[config.mk]
export PLATFORM = sky130hd
export DESIGN_NAME = ram_fifo_arb
export DESIGN_NICKNAME = d
export VERILOG_FILES = /design/src/rtl/ram_fifo_arb_pkg.sv /design/src/rtl/ram_fifo_arb_rr_arb2.sv /design/src/rtl/ram_fifo_arb.sv
export SDC_FILE = /design/constraint.sdc
export NUM_CORES = 1
export LEC_CHECK = 0
export ABC_AREA = 1
export ABC_CLOCK_PERIOD_IN_PS = 4400
export CORE_MARGIN = 3
export CORE_UTILIZATION = 36
export CTS_BUF_LIST = sky130_fd_sc_hd__clkbuf_4 sky130_fd_sc_hd__clkbuf_8
export CTS_CLUSTER_DIAMETER = 80
export DETAILED_ROUTE_END_ITERATION = 6
export PLACE_DENSITY = 0.95
export SLEW_MARGIN = 20
export SYNTH_ARGS = -nofsm -noshare
export SYNTH_HDL_FRONTEND = slang
export SYNTH_HIERARCHICAL = 1
export SYNTH_SLANG_ARGS = --single-unit
[constraint.sdc]
create_clock -name clk1 -period 4.4 [get_ports clk1]
set_input_delay 1.1 -clock clk1 [delete_from_list [all_inputs] [get_ports clk1]]
set_output_delay 1.1 -clock clk1 [all_outputs]
set_load 0.05 [all_outputs]
[src/rtl/ram_fifo_arb_pkg.sv]
// ram_fifo_arb_pkg: producer identifiers shared by the FIFO controller and its arbiter
package ram_fifo_arb_pkg;
   typedef enum logic {SRC_W0 = 1'b0, SRC_W1 = 1'b1} src_e;
endpackage

[src/rtl/ram_fifo_arb_rr_arb2.sv]
// rr_arb2: two-way round-robin arbiter, favours the producer not granted last
module rr_arb2
   import ram_fifo_arb_pkg::*;
(
   input  logic       clk1,
   input  logic       rst_n,
   input  logic [1:0] req,
   input  logic       en,
   output logic [1:0] rdy,
   output logic [1:0] gnt
);
   src_e last_gnt;
   // rdy ignores a producer's own request so it can be presented as a ready
   always_comb begin
      rdy[0] = en & (!req[1] | (last_gnt == SRC_W1));
      rdy[1] = en & (!req[0] | (last_gnt == SRC_W0));
      gnt    = rdy & req;
   end
   always_ff @(posedge clk1 or negedge rst_n)
      if (!rst_n) last_gnt <= SRC_W1;
      else if (|gnt) last_gnt <= gnt[1] ? SRC_W1 : SRC_W0;
endmodule

[src/rtl/ram_fifo_arb.sv]
// ram_fifo_arb: two-writer one-reader FIFO controller sequencing an external dual-port RAM
module ram_fifo_arb
   import ram_fifo_arb_pkg::*;
#(
   parameter int DataDepth    = 32,
   parameter int AddrBitWidth = 8
) (
   input  logic                    clk1,
   input  logic                    rst_n,
   input  logic                    w0_valid,
   input  logic [DataDepth-1:0]    w0_data,
   output logic                    w0_ready,
   input  logic                    w1_valid,
   input  logic [DataDepth-1:0]    w1_data,
   output logic                    w1_ready,
   output logic                    r_valid,
   output logic [DataDepth-1:0]    r_data,
   input  logic                    r_ready,
   output logic [AddrBitWidth:0]   count,
   output logic                    full,
   output logic                    empty,
   output logic                    ram_we,
   output logic [AddrBitWidth-1:0] ram_addr_in,
   output logic [DataDepth-1:0]    ram_d,
   output logic [AddrBitWidth-1:0] ram_addr_out,
   input  logic [DataDepth-1:0]    ram_q
);
   localparam int DEPTH = 2**AddrBitWidth;
   localparam logic [AddrBitWidth:0]   CNT_DEPTH = DEPTH;
   localparam logic [AddrBitWidth:0]   CNT_ONE   = 1;
   localparam logic [AddrBitWidth-1:0] PTR_ONE   = 1;
   logic [AddrBitWidth-1:0] wr_ptr, rd_ptr;
   logic [1:0] rdy, gnt;
   logic push, pop;
   rr_arb2 u_arb (
      .clk1 (clk1),
      .rst_n(rst_n),
      .req  ({w1_valid, w0_valid}),
      .en   (!full & rst_n),
      .rdy  (rdy),
      .gnt  (gnt)
   );
   // full/empty come from count so wrapped pointers never alias
   always_comb begin
      full         = count == CNT_DEPTH;
      empty        = count == '0;
      w0_ready     = rdy[0];
      w1_ready     = rdy[1];
      push         = |gnt;
      pop          = !empty & r_ready;
      r_valid      = !empty;
      r_data       = ram_q;
      ram_we       = push;
      ram_addr_in  = wr_ptr;
      ram_d        = gnt[1] ? w1_data : w0_data;
      ram_addr_out = rd_ptr;
   end
   always_ff @(posedge clk1 or negedge rst_n)
      if (!rst_n) begin
         wr_ptr <= '0;
         rd_ptr <= '0;
         count  <= '0;
      end else begin
         if (push) wr_ptr <= wr_ptr + PTR_ONE;
         if (pop) rd_ptr <= rd_ptr + PTR_ONE;
         count <= (push & !pop) ? count + CNT_ONE : (pop & !push) ? count - CNT_ONE : count;
      end
endmodule

# Word-level counts from Yosys, hierarchy flattened
# Cells that the tools add are included.
# classes
n_mux	4
eq_ne	1
reduce_logical	9
n_bitwise	10
addsub	4
# op_table
cell	n
32-bit two-way mux	1
9-bit two-way mux	2
8-bit by 1-bit adder with 8-bit output (second input constant)	2
9-bit by 1-bit adder with 9-bit output (second input constant)	1
9-bit == test (second input constant)	1
9-bit zero test	1
9-bit by 1-bit subtractor with 9-bit output (second input constant)	1
1-bit AND	6
1-bit zero test	6
2-bit AND	1
1-bit OR	2
2-bit nonzero test	1
2-bit OR reduction	1
1-bit two-way mux	1
1-bit NOT	1
# totals
wordCells	32
in_bits	101
output_inout_bits	95
ff_bits	26

# Longest topological paths before layout
# logic_depth
word_depth	10
depth_mapped	21
ltp_nobuf	19

# Hierarchy
# Netlist, hierarchy kept.
# by_module_without_submodules
mod	cells_per_inst	seq_area_each_um2	n_inst	area_per_inst_um2
ram_fifo_arb	287	625.6	1	2275.9
rr_arb2	12	26.3	1	75.1

# Worst setup path before layout
# Ideal clock, no wire load.
# synth_path
kind	register to register
start	reg count[8]
end	reg count[4]
slack_ns	-0.051
synth_period_minus_slack_ns	4.451
stages_incl_launch_ff	19
arrival_ns	4.374
setup_ns	0.076
required_time_ns	4.324
path_buffers	2
path_cell_list	dfrtp_1 > inv_1 > nor3_1 > nor2_1 > inv_1 > a21oi_2 > nand2_1 > inv_1 > buf_6 > or2_1 > buf_6 > ha_1 > inv_1 > ha_1 > or2_2 > and2_1 > nand2_1 > nand2_1 > o21ai_1
# synth_between
elab_chain_len	9
elab_cells_between_ends	16
# synth_lines
item	line	rtl
start, declared	ram_fifo_arb.sv:19	output logic [AddrBitWidth:0] count,
start signal, assigned	ram_fifo_arb.sv:66	count <= (push & !pop) ? count + CNT_ONE : (pop & !push) ? count - CNT_ONE : count;
9-bit == test (*)	ram_fifo_arb.sv:45	full = count == CNT_DEPTH;
named net full	ram_fifo_arb.sv:20	output logic full,
1-bit zero test (*)	ram_fifo_arb.sv:39	.en (!full & rst_n),
1-bit AND (*)	ram_fifo_arb.sv:39	
1-bit AND (*)	ram_fifo_arb_rr_arb2.sv:16	rdy[1] = en & (!req[0] | (last_gnt == SRC_W0));
named net w1_ready	ram_fifo_arb.sv:15	output logic w1_ready,
2-bit AND (*)	ram_fifo_arb_rr_arb2.sv:17	gnt = rdy & req;
named net gnt[1]	ram_fifo_arb.sv:33	logic [1:0] rdy, gnt;
2-bit OR reduction (*)	ram_fifo_arb.sv:49	push = |gnt;
named net ram_we	ram_fifo_arb.sv:22	output logic ram_we,
1-bit zero test	ram_fifo_arb.sv:66	
1-bit AND	ram_fifo_arb.sv:66	
2-bit nonzero test (no line)	-	
# Mark *: on every way through the listed nets, which the timed path passes. The rest lies on a longest branch.
# A chain may end at the register's enable or synchronous reset.

# Final worst setup path
# layout_path
start	in rst_n
end	out ram_d[29]
# layout_between
elab_chain_len	4
# layout_lines
item	line	rtl
start, declared	ram_fifo_arb.sv:9	input logic rst_n,
1-bit AND	ram_fifo_arb.sv:39	
1-bit AND	ram_fifo_arb_rr_arb2.sv:16	
2-bit AND	ram_fifo_arb_rr_arb2.sv:17	
named net gnt[1]	ram_fifo_arb.sv:33	
32-bit two-way mux	ram_fifo_arb.sv:55	ram_d = gnt[1] ? w1_data : w0_data;
end, declared	ram_fifo_arb.sv:24	output logic [DataDepth-1:0] ram_d,
# The timed path passes the listed nets, and every way through them passes these cells.

==> qor.csv <==
stage;metric;value;unit
job;max_cap viols;0;
sta;fmax;238;MHz
setup_path;Crit. End Element;output port;
cells_and_area;synthesis-to-finish area growth;49.1;%
hold_path;Hold Crit Depth;2;
clock_network;total CTS buffers;3;
logic_synthesis;distinct cell type count after synthesis;32;
detailed_routing;WL final;7060;µm
floorplanning;IO Count;196;
global_route;initial antenna violation count;1;
hold_path;Hold Crit Class;flop to flop;
setup_path;CP max FO;17;
clock_network;Clock Latency Late Sink;0.26;ns
cells_and_area;fill count;531;
sta;final period utilization;95.5;%
global_route;grt ovf;0;
cells_and_area;layout cells sized above 1;22.3;%
setup_path;WP data required;3.30;ns
power;maximum vdd drop;0.405;mV
clock_network;clk buf depth;2;
setup_path;Setup Crit Path Kind;input port to output port;
place;post-DP HPWL;5970;µm
floorplanning;# rows;28;
logic_synthesis;asr flop ratio synth;100;%
sta;worst slew pin tran;0.529;ns
logic_synthesis;net count after synthesis;411;
sta;setup violators final;0;
clock_network;clk sink count;26;
place;placed cell areas;3450;µm²
detailed_routing;wire per inst;14.9;µm
detailed_routing;DR vias;2296;
sta;hold slack;0.506;ns
logic_synthesis;Synth Flop Type;dfrtp_1;
floorplanning;Initial Util;38.3;%
clock_network;Resized Gates After CTS;0;
setup_path;startpoint type of the worst setup path;input port;
global_route;Total GRT Usage;18.3;%
detailed_routing;Final ANT Viol Nets;0;
sta;setup_tns;0;ns
sta;slew margin rel.;64.6;%
sta;Fin Clk Skew;0.00273;ns
global_route;largest net degree at the start of global routing;27;
detailed_routing;drt pass-1 iters;4;
floorplanning;DIE AREA;7540;µm²
power;Lkg Pwr;1.67;nW
place;Port Buffers;131;
setup_path;R2R cell count;18;
clock_network;Root Driver;clkbuf_8;
clock_network;CTS tree;done;
logic_synthesis;Post-Synthesis Cells;299;
global_route;vias in the first global route;2313;
floorplanning;core area;6130;µm²
sta;final slew viol count;0;
sta;Final min period;4.20;ns
clock_network;CTS H-Tree Depth;1;
global_route;first-pass GRT wire length;11000;µm
clock_network;CTS Hold Bufs;0;
clock_network;Post-CTS Setup Inserts;0;
clock_network;clock transition at the registers of the reported paths;0.09;ns
logic_synthesis;average instance area after synthesis;7.86;µm²
logic_synthesis;Yosys reg bits;26;
place;Placer Congestion;0.870;
cells_and_area;Finished Layout Cells;475;
outcome;outcome;complete, no violations;
power;Power Total;1.96;mW
detailed_routing;Post-route DRC;0;
floorplanning;Die Y;86.8;µm
cells_and_area;final instance area;3510;µm²
power;P per Cell Area;559;nW/µm²
floorplanning;Die Wd;86.8;µm
setup_path;Crit path arrival time;3.10;ns
logic_synthesis;register area share after synthesis;27.7;%
sta;final hold vios;0;
logic_synthesis;Ys Warns;6;
detailed_routing;vias per std cell;4.83;
logic_synthesis;Post-synth EDFFs;0;
detailed_routing;number of DRC markers in iteration 0;150;
logic_synthesis;synthesized area;2350;µm²
sta;RSZ-0062 raised after global routing;false;
cells_and_area;nets@finish;512;
place;placed cells;470;
## worst paths after layout
path	start	slack (ns)	to
max	rst_n	0.20	ram_d[29]
min	u_arb/last_gnt$_DFFE_PN1P_	0.51	u_arb/last_gnt$_DFFE_PN1P_
max reg2reg	count[5]$_DFFE_PN0P_	1.04	count[4]$_DFFE_PN0P_
min reg2reg	u_arb/last_gnt$_DFFE_PN1P_	0.51	u_arb/last_gnt$_DFFE_PN1P_
max in group asynchronous	rst_n	2.85	u_arb/last_gnt$_DFFE_PN1P_
min in group asynchronous	rst_n	1.24	ram_addr_out[2]$_DFFE_PN0P_
## critical path, cell delays in order
cell	delay, ns
clkdlybuf4s50_1	0.48
inv_1	0.04
nor2_1	0.21
inv_1	0.10
a21oi_2	0.18
nand2_1	0.09
inv_1	0.08
buf_4	0.24
mux2_2	0.38
buf_4	0.19
## metrics by stage
stage               util (%)  worst slack [ns]
finish                  57.2             0.200
global route            57.2            0.0562
CTS                     57.1             0.195
detailed placement      56.2             0.208
global placement        56.2             0.267
floorplan                  -             0.409
## report_power, final
group	leakage (nW)	internal [mW]	total [mW]	switching, mW
Combinational	1.32	0.498	1.35	0.851
Clock	0.0288	0.0799	0.154	0.0740
Sequential	0.323	0.336	0.458	0.122
## logic make-up after synthesis
logic type | count (synthesis) | synth area share (%)
simple gates | 133 | 25.2
buf+inv | 72 | 17.7
mux | 32 | 15.3
flops | 26 | 27.7
xor+xnor | 14 | 5.22
compound gates | 11 | 2.66
fa+ha+maj | 11 | 6.17
## final cells by class
type / instances / area [µm²] / area share [%]
diodes: 1 / 2.50 / 0.0714
clock buffers: 4 / 55.1 / 1.57
inverters: 33 / 124 / 3.53
multi-input cells: 201 / 1290 / 36.7
flip-flops and latches: 26 / 652 / 18.6
well taps: 75 / 93.8 / 2.68
repair buffers: 135 / 1290 / 36.8
## routing by layer
metal / global-route usage, % / wire length (µm) / vias to the layer above
met3: 3.90 / 530 / 26
met2: 31.7 / 3740 / 122
met5: 0 / 0 / -
met1: 21.4 / 2590 / 1033
li1: - / - / 1115
met4: 7.93 / 210 / 0
## synth_stat cells (3+ instances only)
cell type	instances	area (µm²)
a21oi_1	3	15.0
buf_6	3	33.8
nand2_2	3	18.8
ha_1	10	125
inv_1	32	120
buf_2	3	15.0
nand3b_1	3	22.5
o21ai_0	4	20.0
xor2_1	7	61.3
xnor2_1	7	61.3
mux2_2	32	360
nand3_1	19	95.1
dfrtp_1	25	626
nand2_1	80	300
nor2_1	15	56.3
buf_4	32	240
## sequential cells by signal, indices dropped and copies added (netlist names)
register and cells:
count 9, u_arb/last_gnt 1, ram_addr_in 8, ram_addr_out 8
## cell usage in the layout (no fill, tap or decap), types with 7 or more instances in the layout
cell type / n
xor2_1: 7
buf_4: 36
nand3_1: 19
nor2_1: 15
ha_1: 10
mux2_2: 32
xnor2_1: 7
dfrtp_1: 25
nand2_1: 80
inv_1: 32
clkdlybuf4s50_1: 96
Note: power is estimated with default switching activity, not from simulation.
